--- config.mk ---
export PLATFORM = sky130hd
export DESIGN_NAME = lsq_cdb_buffer_flat
export DESIGN_NICKNAME = d
export VERILOG_FILES = /design/src/rtl/lsq_cdb_buffer_if.sv /design/src/rtl/lsq_cdb_buffer.sv /design/src/flat_wrapper.sv
export SDC_FILE = /design/constraint.sdc
export NUM_CORES = 1
export LEC_CHECK = 0
export CAP_MARGIN = 20
export CELL_PAD_IN_SITES_DETAIL_PLACEMENT = 1
export CELL_PAD_IN_SITES_GLOBAL_PLACEMENT = 1
export CORE_MARGIN = 2
export CORE_UTILIZATION = 40
export CTS_BUF_LIST = sky130_fd_sc_hd__clkbuf_8 sky130_fd_sc_hd__clkbuf_16
export DETAILED_ROUTE_END_ITERATION = 8
export GPL_TIMING_DRIVEN = 0
export PLACE_DENSITY_LB_ADDON = 0.1
export SLEW_MARGIN = 20
export SYNTH_ARGS = -nofsm -noshare
export SYNTH_HDL_FRONTEND = slang
export SYNTH_SLANG_ARGS = --single-unit
--- constraint.sdc ---
create_clock -name clock -period 5.87 [get_ports clock]
set_input_delay 1.174 -clock clock [delete_from_list [all_inputs] [get_ports clock]]
set_output_delay 1.174 -clock clock [all_outputs]
set_load 0.005 [all_outputs]
--- src/rtl/lsq_cdb_buffer_if.sv ---
// lsq_cdb_buffer_if
//   Groups the LSQ writeback input, the CDB request/grant handshake, the
//   flush strobe and the status outputs of the LSQ-to-CDB staging buffer.
//   Modports:
//     slave  - the buffer itself (receives writebacks, grant, flush; drives
//              the CDB head entry and status)
//     master - the environment (LSQ, CDB arbiter, snapshot-restore logic)
//   Signals:
//     lsq_wb_valid_i / _rob_idx_i / _data_i / _prf_i : load writeback
//     flush_i        : snapshot restore, drops every buffered entry
//     cdb_req_o      : head entry valid
//     cdb_grant_i    : same-cycle grant from the CDB arbiter
//     cdb_rob_idx_o / cdb_data_o / cdb_prf_o : head entry fields
//     buf_full_o, count_o, overflow_o        : status
interface lsq_cdb_buffer_if #(
  parameter int unsigned DEPTH     = 4,
  parameter int unsigned ROB_IDX_W = 5,
  parameter int unsigned PRF_IDX_W = 6
);
  localparam int unsigned CNT_W = $clog2(DEPTH + 1);

  logic                 lsq_wb_valid_i;
  logic [ROB_IDX_W-1:0] lsq_wb_rob_idx_i;
  logic [31:0]          lsq_wb_data_i;
  logic [PRF_IDX_W-1:0] lsq_wb_prf_i;
  logic                 flush_i;
  logic                 cdb_req_o;
  logic                 cdb_grant_i;
  logic [ROB_IDX_W-1:0] cdb_rob_idx_o;
  logic [31:0]          cdb_data_o;
  logic [PRF_IDX_W-1:0] cdb_prf_o;
  logic                 buf_full_o;
  logic [CNT_W-1:0]     count_o;
  logic                 overflow_o;

  modport slave (
    input  lsq_wb_valid_i, lsq_wb_rob_idx_i, lsq_wb_data_i, lsq_wb_prf_i,
    input  flush_i, cdb_grant_i,
    output cdb_req_o, cdb_rob_idx_o, cdb_data_o, cdb_prf_o,
    output buf_full_o, count_o, overflow_o
  );

  modport master (
    output lsq_wb_valid_i, lsq_wb_rob_idx_i, lsq_wb_data_i, lsq_wb_prf_i,
    output flush_i, cdb_grant_i,
    input  cdb_req_o, cdb_rob_idx_o, cdb_data_o, cdb_prf_o,
    input  buf_full_o, count_o, overflow_o
  );
endinterface

--- src/rtl/lsq_cdb_buffer.sv ---
// lsq_cdb_buffer
//   Circular FIFO staging completed load results between the LSQ and the CDB.
//   Every LSQ writeback is captured; the oldest entry is offered to the CDB
//   arbiter and popped when granted. A flush discards all entries. A writeback
//   arriving while full with no same-cycle pop is dropped and latches the
//   sticky overflow flag (cleared only by reset).
//   Ports:
//     clock - system clock, all state on posedge
//     reset - synchronous active-high, clears pointers, count and overflow
//     bus   - lsq_cdb_buffer_if.slave (writeback in, CDB handshake, status)
module lsq_cdb_buffer #(
  parameter int unsigned DEPTH     = 4,
  parameter int unsigned ROB_IDX_W = 5,
  parameter int unsigned PRF_IDX_W = 6
) (
  input  logic              clock,
  input  logic              reset,
  lsq_cdb_buffer_if.slave   bus
);
  localparam int unsigned PTR_W = $clog2(DEPTH);
  localparam int unsigned CNT_W = $clog2(DEPTH + 1);

  logic [ROB_IDX_W-1:0] rob_mem  [DEPTH];
  logic [31:0]          data_mem [DEPTH];
  logic [PRF_IDX_W-1:0] prf_mem  [DEPTH];

  logic [PTR_W-1:0] head;
  logic [PTR_W-1:0] tail;
  logic [CNT_W-1:0] count;
  logic             overflow;

  logic req;
  logic full;
  logic deq;
  logic enq;
  logic drop;

  assign req  = (count != '0);
  assign full = (count == CNT_W'(DEPTH));

  // Flush masks both enq and deq so the same-cycle writeback/grant are ignored.
  // A full buffer still accepts a writeback when the head is popped this cycle.
  always_comb begin
    deq  = 1'b0;
    enq  = 1'b0;
    drop = 1'b0;
    if (!bus.flush_i) begin
      deq  = req && bus.cdb_grant_i;
      enq  = bus.lsq_wb_valid_i && (!full || deq);
      drop = bus.lsq_wb_valid_i && !enq;
    end
  end

  always_ff @(posedge clock) begin
    if (reset) begin
      head     <= '0;
      tail     <= '0;
      count    <= '0;
      overflow <= 1'b0;
    end else if (bus.flush_i) begin
      head  <= '0;
      tail  <= '0;
      count <= '0;
    end else begin
      if (enq) tail <= tail + PTR_W'(1);
      if (deq) head <= head + PTR_W'(1);
      count <= count + CNT_W'(enq) - CNT_W'(deq);
      if (drop) overflow <= 1'b1;
    end
  end

  // Entry storage needs no reset: contents are only visible while count != 0.
  always_ff @(posedge clock) begin
    if (enq && !reset) begin
      rob_mem[tail]  <= bus.lsq_wb_rob_idx_i;
      data_mem[tail] <= bus.lsq_wb_data_i;
      prf_mem[tail]  <= bus.lsq_wb_prf_i;
    end
  end

  assign bus.cdb_req_o     = req;
  assign bus.cdb_rob_idx_o = req ? rob_mem[head]  : '0;
  assign bus.cdb_data_o    = req ? data_mem[head] : '0;
  assign bus.cdb_prf_o     = req ? prf_mem[head]  : '0;
  assign bus.buf_full_o    = full;
  assign bus.count_o       = count;
  assign bus.overflow_o    = overflow;
endmodule
--- src/flat_wrapper.sv ---
// flat-port wrapper written by rule: the top's interface ports become plain ports
module lsq_cdb_buffer_flat 
#(
  parameter int unsigned DEPTH     = 4,
  parameter int unsigned ROB_IDX_W = 5,
  parameter int unsigned PRF_IDX_W = 6
)
  (clock, reset, bus_lsq_wb_valid_i, bus_lsq_wb_rob_idx_i, bus_lsq_wb_data_i, bus_lsq_wb_prf_i, bus_flush_i, bus_cdb_grant_i, bus_cdb_req_o, bus_cdb_rob_idx_o, bus_cdb_data_o, bus_cdb_prf_o, bus_buf_full_o, bus_count_o, bus_overflow_o);
  lsq_cdb_buffer_if #(.DEPTH(DEPTH), .ROB_IDX_W(ROB_IDX_W), .PRF_IDX_W(PRF_IDX_W)) bus_i ();
  input  logic clock;
  input  logic reset;
  input wire logic [$bits(bus_i.lsq_wb_valid_i)-1:0] bus_lsq_wb_valid_i;
  input wire logic [$bits(bus_i.lsq_wb_rob_idx_i)-1:0] bus_lsq_wb_rob_idx_i;
  input wire logic [$bits(bus_i.lsq_wb_data_i)-1:0] bus_lsq_wb_data_i;
  input wire logic [$bits(bus_i.lsq_wb_prf_i)-1:0] bus_lsq_wb_prf_i;
  input wire logic [$bits(bus_i.flush_i)-1:0] bus_flush_i;
  input wire logic [$bits(bus_i.cdb_grant_i)-1:0] bus_cdb_grant_i;
  output wire logic [$bits(bus_i.cdb_req_o)-1:0] bus_cdb_req_o;
  output wire logic [$bits(bus_i.cdb_rob_idx_o)-1:0] bus_cdb_rob_idx_o;
  output wire logic [$bits(bus_i.cdb_data_o)-1:0] bus_cdb_data_o;
  output wire logic [$bits(bus_i.cdb_prf_o)-1:0] bus_cdb_prf_o;
  output wire logic [$bits(bus_i.buf_full_o)-1:0] bus_buf_full_o;
  output wire logic [$bits(bus_i.count_o)-1:0] bus_count_o;
  output wire logic [$bits(bus_i.overflow_o)-1:0] bus_overflow_o;
  assign bus_i.lsq_wb_valid_i = bus_lsq_wb_valid_i;
  assign bus_i.lsq_wb_rob_idx_i = bus_lsq_wb_rob_idx_i;
  assign bus_i.lsq_wb_data_i = bus_lsq_wb_data_i;
  assign bus_i.lsq_wb_prf_i = bus_lsq_wb_prf_i;
  assign bus_i.flush_i = bus_flush_i;
  assign bus_i.cdb_grant_i = bus_cdb_grant_i;
  assign bus_cdb_req_o = bus_i.cdb_req_o;
  assign bus_cdb_rob_idx_o = bus_i.cdb_rob_idx_o;
  assign bus_cdb_data_o = bus_i.cdb_data_o;
  assign bus_cdb_prf_o = bus_i.cdb_prf_o;
  assign bus_buf_full_o = bus_i.buf_full_o;
  assign bus_count_o = bus_i.count_o;
  assign bus_overflow_o = bus_i.overflow_o;
  lsq_cdb_buffer #(.DEPTH(DEPTH), .ROB_IDX_W(ROB_IDX_W), .PRF_IDX_W(PRF_IDX_W)) u_core (.clock(clock), .reset(reset), .bus(bus_i));
endmodule
## Word level (Yosys, flattened, before mapping)

Memories as Yosys holds them, arrays and structs flattened. A register that Yosys moved wholly into a read port is not among the register bits.
Index checks and enable logic that the tools add are counted.

- Multiplexer cells: 14
- Bitwise gates (word level): 1
- Equality and inequality tests: 1
- Reductions and logical operators: 11
- Add/sub/neg operators: 4

Operator list:

| kind | number |
|---|---|
| two-way mux 32 bit | 1 |
| two-way mux 2 bit | 6 |
| two-way mux 6 bit | 1 |
| two-way mux 1 bit | 5 |
| two-way mux 5 bit | 1 |
| adder 2 x 1 -> 2 bit (second input constant) | 2 |
| logical AND 1 bit | 4 |
| adder 3 x 1 -> 3 bit | 1 |
| equality test 3 bit (second input constant) | 1 |
| zero test 1 bit | 3 |
| nonzero test 3 bit | 1 |
| subtractor 3 x 1 -> 3 bit | 1 |
| AND reduction 2 bit | 1 |
| OR reduction 2 bit | 1 |
| logical OR 1 bit | 1 |
| NOT 1 bit | 1 |

- Word-level logic and storage cells: 38
- Flip-flop bits (word level): 8
- Bits of input ports: 48
- Bits in writable memories: 172
- Memories kept: 3
- Output and inout port bits: 49

Memory list:

| name | words | bits a word | read ports | clocked after memory_dff | write ports | line | text |
|---|---|---|---|---|---|---|---|
| u_core.data_mem | 4 | 32 | 1 | 1 | 1 | lsq_cdb_buffer.sv:24 | `logic [31:0] data_mem [DEPTH];` |
| u_core.prf_mem | 4 | 6 | 1 | 1 | 1 | lsq_cdb_buffer.sv:25 | `logic [PRF_IDX_W-1:0] prf_mem [DEPTH];` |
| u_core.rob_mem | 4 | 5 | 1 | 1 | 1 | lsq_cdb_buffer.sv:23 | `logic [ROB_IDX_W-1:0] rob_mem [DEPTH];` |

## Depth between registers and ports, before layout

Gate-level depths: netlist of run 1.

- Word-level depth: 8
- Gate-level depth with buffers: 10
- Gate-level depth less buffers: 10

## Least setup slack after synthesis of run 1

No wires, ideal clock.

- Kind: input port to flip-flop
- From: in bus_lsq_wb_valid_i
- To: mem u_core.data_mem[0][0] (enable)
- Required time: 5.364 ns
- Buffers on the path: 1
- Stages on the path: 4
- Arrival: 4.870 ns
- Slack: 0.494 ns
- Library setup time: 0.506 ns
- Path through: nor2b_1 a21bo_2 buf_2 nor3b_1

- Cells in the longest elaborated chain, start to end: 5

Ends and longest elaborated chain:

| what | line | text |
|---|---|---|
| start, declared | flat_wrapper.sv:12 | `input wire logic [$bits(bus_i.lsq_wb_valid_i)-1:0] bus_lsq_wb_valid_i;` |
| logical AND 1 bit | lsq_cdb_buffer.sv:49 | `enq = bus.lsq_wb_valid_i && (!full \|\| deq);` |
| two-way mux 1 bit | lsq_cdb_buffer.sv:47 | `if (!bus.flush_i) begin` |
| logical AND 1 bit | lsq_cdb_buffer.sv:74 | `if (enq && !reset) begin` |
| two-way mux 1 bit | lsq_cdb_buffer.sv:74 |  |
| two-way mux 1 bit (implied by the code) | lsq_cdb_buffer.sv:76 | `data_mem[tail] <= bus.lsq_wb_data_i;` |
| end, declared | lsq_cdb_buffer.sv:24 |  |

Every way passes these cells.

## Worst setup path in the final report of run 1

- From: reg u_core.count[1], in the netlist u_core.bus.count_o[1]
- To: out bus_cdb_data_o[8]

- Cells in the longest elaborated chain, start to end: 2

Ends and longest elaborated chain:

| what | line | text |
|---|---|---|
| start, declared | lsq_cdb_buffer.sv:29 | `logic [CNT_W-1:0] count;` |
| start signal, assigned | lsq_cdb_buffer.sv:67 | `count <= count + CNT_W'(enq) - CNT_W'(deq);` |
| nonzero test 3 bit | lsq_cdb_buffer.sv:38 | `assign req = (count != '0);` |
| two-way mux 32 bit | lsq_cdb_buffer.sv:83 | `assign bus.cdb_data_o = req ? data_mem[head] : '0;` |
| end, declared | flat_wrapper.sv:20 | `output wire logic [$bits(bus_i.cdb_data_o)-1:0] bus_cdb_data_o;` |

Every way passes these cells.

==> results of run 1 <==
[metrics by stage]
step / cell area [um^2] / setup WS [ps]
2_1_floorplan: 7040 / 494
3_3_place_gp: 8270 / -3230
3_5_place_dp: 8500 / 1850
4_1_cts: 9090 / 1930
5_1_grt: 9090 / 1850
6_report: 9090 / 2090
[power by group through the flow]
| stage | registers, mW | logic, mW | clock network [mW] |
|---|---|---|---|
| global route | 1.44 | 0.166 | 1.20 |
| detailed placement | 1.47 | 0.153 | 0 |
| CTS | 1.44 | 0.155 | 1.15 |
| global placement | 1.47 | 0.146 | 0 |
| finish | 1.44 | 0.150 | 1.12 |
| floorplan | 1.47 | 0.0542 | 0 |
[Yosys cell counts (3+ instances only)]
master,number
buf_2,5
buf_6,5
clkbuf_1,6
dfxtp_1,10
edfxtp_1,172
ha_1,6
inv_1,8
mux4_2,43
nand2_1,4
nor2_1,3
nor2b_1,44
nor3_1,4
nor3b_1,4
[flip-flops by register name (all words and copies together) (netlist names), named ones only]
name and cells:
u_core.bus.overflow_o 1, u_core.tail 2, u_core.bus.count_o 3, u_core.head 2, u_core.rob_mem 20, u_core.prf_mem 24
u_core.data_mem 128
[layer usage]
layer	track usage	part of all wire
met4	0.0590	0.015
met1	0.215	0.43
met5	0	0
met2	0.272	0.51
met3	0.0400	0.045
[worst max path at each step]
stage | start | endpoint | slack (ps)
final | u_core.bus.count_o[1] | bus_cdb_data_o[8] | 2090
after CTS | u_core.bus.count_o[1] | bus_cdb_data_o[8] | 1930
after detailed placement | bus_flush_i | u_core.prf_mem[0][4] | 1850
after global routing | u_core.bus.count_o[1] | bus_cdb_data_o[14] | 1850
after floorplan | bus_lsq_wb_valid_i | u_core.data_mem[0][0] | 490
after global placement | bus_flush_i | u_core.rob_mem[0][2] | -3230
[final cells by class]
| class | count | area [um^2] |
|---|---|---|
| clock inverters | 15 | 161 |
| clock buffers | 17 | 425 |
| fillers | 1554 | 8150 |
| well taps | 225 | 282 |
| repair buffers | 121 | 1160 |
| inverters | 8 | 30.0 |
| flip-flops and latches | 182 | 5370 |
| plain buffers | 16 | 104 |
| multi-input cells | 123 | 1560 |
[tightest hold or removal path: stages, from the launching register on]
cell and delay (ps):
dfxtp_1 340, a31oi_1 50, nor2_1 90
[logic make-up (layout without fill, tap and decap cells)]
kind of cell	Yosys count	count (layout)	synth area share
flops	182	182	0.762
simple gates	63	63	0.0549
mux	45	45	0.140
buf+inv	24	177	0.0190
fa+ha+maj	7	7	0.0135
compound gates	4	4	0.00462
xor+xnor	4	4	0.00498
==> reports/metrics.csv, run 1 <==
metric,value,unit
layout-drive-gt1-share,0.237,
worstPathRequired,4700,ps
worst_slew_pin_slew,789,ps
syn_inst,329,
slew_viol_final,0,
areaGrowthSynthToFinish,29.2,%
final_cell_mix,"edfxtp_1, clkdlybuf4s50_1, nor2b_1, mux4_2, buf_4",
period_share,0.645,
p_per_area,298,nW/um^2
avgRoutedWirePerCell,19.9,um
worst-path-stages,4,
io_buffers,95,
die_y,137,um
cts_tree,done,
synth.ff_latch_count,182,
grt_max_degree,17,
slew_headroom,0.472,
r2r_setup_slack,3220,ps
core,17200,um^2
worstSetupPathType,register to output pin,
critical-path-top-delay-family,buffers and inverters,
critical_path.max_stage_delay,590,ps
switching_power,0.527,mW
postCtsHoldBufs,0,
grt_usage,0.165,
layoutNonFillerInstCount,707,
rsz0062_at_grt,no,
cts_setup_buffers,0,
hp-start,u_core.bus.overflow_o,
crit_chain,nor3_2 > clkbuf_1 > nor2b_1 > clkdlybuf4s50_1,
fmax,264,MHz
initial_core_util,0.408,
ant_nets,0,
drc,0,
clkTransAtPathRegs,60,ps
crit_path_top_delay_cell,nor3_2,
synth_top_area_cell,edfxtp_1,
worstHoldPathCells,2,
synth_area,7040,um^2
grt_antenna_before_repair,0,
synth-edff-count,172,
vias_per_cell,4.99,
clkPwrFrac,0.414,
final_core_util,0.527,
whs,510,ps
drtIter0Drc,204,
cp.buffers_inverters,2,
status,finished clean,
cellInternalPower,2.18,mW
dr.pass1.iters,4,
die_w,137,um
setup_violations,0,
synth_seq_area_share,0.762,
numCtsBuffers,17,
fin_setup_tns,0,ps
wirelength,14100,um
place_congestion,0.665,
num_vias,3526,
synth_flop_cell,edfxtp_1,
final_common_cell,edfxtp_1,
clk_path_buf_depth,2,
ys_types,24,
cts_sinks,182,
gr-total-overflow,0,
power.leakage,2.92,nW
r2r-start,u_core.bus.count_o[1],
r2r-end,u_core.data_mem[0][3],
synthArstFlopShare,0,
hold_viol,0,
syn-num-nets,384,
io_pins,97,
finClkSkew,7.64,ps
period_needed,3780,ps
critPathLaunchType,register,
cts-root-buf,clkbuf_16,
dieArea,18700,um^2
syn_avg_cell_area,21.4,um^2
sw_frac_of_total,0.194,
worstSkewPairLatency,420,ps
drv_cap,0,
synth.area.top_cells,"edfxtp_1, mux4_2, nor2b_1, dfxtp_1, ha_1",
grt_pass1_wl,22400,um
num_antenna_cells,0,
critPathMaxFanout,10,
synth_warnings,0,
p_seq_frac,0.530,
critPathCaptureType,output pin,
hold-path-endpoint,u_core.bus.overflow_o,
num_rows,48,
arrival,2610,ps
placedCellCount,675,
hold_class,register to register,
yosys.area.top_type_share,0.734,
cts.htree.levels,4,
dp_hpwl,9660,um
cts_resized,0,
r2r_cells,7,
nets,524,
p_comb_frac,0.055,
finalPower,2.71,mW
vdd_drop_max,0.000203,V
grt_pass1_vias,3923,
Note: power is estimated with default switching activity, not from simulation.
==> inputs of run 2 (changes only) <==
==> constraint.sdc (replaced) <==
create_clock -name clock -period 3.2 [get_ports clock]
set_input_delay 0.64 -clock clock [delete_from_list [all_inputs] [get_ports clock]]
set_output_delay 0.64 -clock clock [all_outputs]
set_load 0.005 [all_outputs]
==> run 2 against run 1 <==
  * Sequential share of layout area decreased by 0.13 points
  * Combinational power up 88%
  * Power is 81% higher
  * First-iteration DRC count shrank 32%
  * Flip-flop and latch count unchanged
  * Critical path depth increased by 1
  * Highest routed layer is now met5
==> reports/metrics.csv, run 2 (same netlist as run 1, synthesis figures left out) <==
metric,value,unit,change
fin_ws,190,ps,-1900 ps
nets,514,,-1.9%
fmax,332,MHz,
grt_pass1_wl,21600,um,-3.6%
numCtsBuffers,17,,unchanged
r2r_setup_slack,640,ps,-2580 ps
period_share,0.941,,
slew_viol_final,0,,unchanged
io_buffers,95,,unchanged
r2r-start,u_core.bus.count_o[1],,
cellInternalPower,3.93,mW,+80%
dr.pass1.iters,4,,unchanged
clk_path_buf_depth,2,,unchanged
cts-root-buf,clkbuf_16,,
final_cell_mix,"edfxtp_1, clkdlybuf4s50_1, nor2b_1, mux4_2, clkbuf_16",,
switching_power,0.988,mW,+88%
p_per_area,540,nW/um^2,+81%
cp.buffers_inverters,3,,+1
dp_hpwl,9220,um,-4.6%
p_seq_frac,0.536,,+0.006
drv_cap,0,,unchanged
dieArea,18700,um^2,unchanged
wirelength,13900,um,-1.1%
core,17200,um^2,unchanged
critical_path.max_stage_delay,460,ps,-130 ps
avgRoutedWirePerCell,20.0,um,+0.32%
status,finished clean,,
drtIter0Drc,138,,-32%
rsz0062_at_grt,no,,
initial_core_util,0.408,,unchanged
largest_reg_flops,128,,unchanged
cts.htree.levels,4,,unchanged
clkPwrFrac,0.406,,-0.008
grt_max_degree,17,,unchanged
place_congestion,0.684,,+2.8%
r2r-end,u_core.data_mem[0][1],,
die_w,137,um,unchanged
period_needed,3010,ps,
num_vias,3468,,-1.6%
top_regs,"u_core.data_mem: 128 flops, u_core.prf_mem: 24 flops, u_core.rob_mem: 20 flops",,
power.leakage,2.91,nW,-0.34%
layout-drive-gt1-share,0.229,,-0.00770
vdd_drop_max,0.000378,V,+86%
worstSetupPathType,register to output pin,,
crit_chain,clkbuf_1 > buf_2 > mux4_2 > nor2b_1 > clkdlybuf4s50_1,,
crit_path_top_delay_cell,clkdlybuf4s50_1,,
sw_frac_of_total,0.201,,+0.00663
setup_violations,0,,unchanged
ant_nets,0,,unchanged
cts_sinks,182,,unchanged
slew_headroom,0.510,,+0.0376
crit_end,bus_cdb_data_o[12],,
hp-start,u_core.bus.overflow_o,,
hold_viol,0,,unchanged
vias_per_cell,4.98,,-0.23%
drc,0,,unchanged
worstSkewPairLatency,430,ps,about the same
pre_cts_ws,-151,ps,-2000 ps
grt_antenna_before_repair,1,,+1
gr-total-overflow,0,,unchanged
die_y,137,um,unchanged
io_pins,97,,unchanged
worst-path-stages,5,,+1
worstPathRequired,2560,ps,-2140 ps
critPathLaunchType,register,,
finClkSkew,9.16,ps,+1.52 ps
hold_class,register to register,,
worst_slew_pin_slew,736,ps,-52.9 ps
grt_usage,0.162,,-0.00331
grt_pass1_vias,3781,,-3.6%
cts_tree,done,,
critPathCaptureType,output pin,,
num_rows,48,,unchanged
critPathMaxFanout,10,,unchanged
postCtsHoldBufs,0,,unchanged
areaGrowthSynthToFinish,29.5,%,
regMostFlops,u_core.data_mem,,
p_comb_frac,0.057,,+0.002
clkTransAtPathRegs,70,ps,about the same
cts_setup_buffers,0,,unchanged
finalPower,4.92,mW,+81%
final_common_cell,edfxtp_1,,
r2r_cells,7,,unchanged
arrival,2370,ps,-240 ps
num_antenna_cells,0,,unchanged
critical-path-top-delay-family,buffers and inverters,,
-- run 2: cell count changes in the layout (fill, tap and decap cells not counted), sizes merged --
cell / delta
bufinv: -1
clkbuf: +1
buf: -11
clkinvlp: +1
clkinv: -1
inv: +1
-- run 2: power by group through the flow --
stage | Combinational, mW | Clock, mW | Sequential, mW
detailed placement | 0.286 | 0 | 2.69
global route | 0.309 | 2.15 | 2.64
finish | 0.282 | 2.00 | 2.64
floorplan | 0.101 | 0 | 2.69
global placement | 0.270 | 0 | 2.69
CTS | 0.289 | 2.06 | 2.64
-- run 2: worst reg2reg max path: cells and delay by family, from the launching register on --
family	cells	cell delay [ps]
flops	1	550
compound gates	1	220
buf+inv	4	800
simple gates	2	690
-- run 2: how the worst min path moves through the flow --
stage | to | slack (ps) | cells after the start
after floorplan | u_core.bus.overflow_o | 460 | 2
after global placement | u_core.bus.overflow_o | 450 | 2
after detailed placement | u_core.bus.overflow_o | 470 | 2
after CTS | u_core.bus.overflow_o | 490 | 2
after global routing | u_core.bus.overflow_o | 530 | 2
final | u_core.bus.overflow_o | 480 | 2
-- run 2: final cells by class --
type,instances,area [um^2]
Sequential cell,182,5370
Timing Repair Buffer,111,1170
Clock inverter,15,139
Multi-Input combinational cell,123,1590
Tap cell,225,282
Inverter,8,30.0
Fill cell,1550,8130
Buffer,16,111
Clock buffer,17,425
-- run 2: through the flow --
stage	setup TNS (ps)	cells	util	instance area (um^2)	hold WS [ps]
after floorplan	-23710	329	-	7060	461
after global placement	-403310	649	0.481	8290	454
after detailed placement	-1350	665	0.495	8530	474
after CTS	0	697	0.528	9100	493
after global routing	0	697	0.529	9110	527
final	0	697	0.529	9110	482
-- run 2: what timing repair did --
| action | CTS | global route |
|---|---|---|
| gates resized for setup | 3 | 5 |
| endpoints found under the setup margin | 35 | 12 |
| hold endpoints to repair | 0 | 0 |
-- run 2: metal layers --
metal	vias up	wire, um	track usage
li1	1577	-	-
met1	1796	5920	0.200
met2	77	7200	0.273
met3	16	621	0.0489
met4	2	177	0.0538
met5	-	13	0
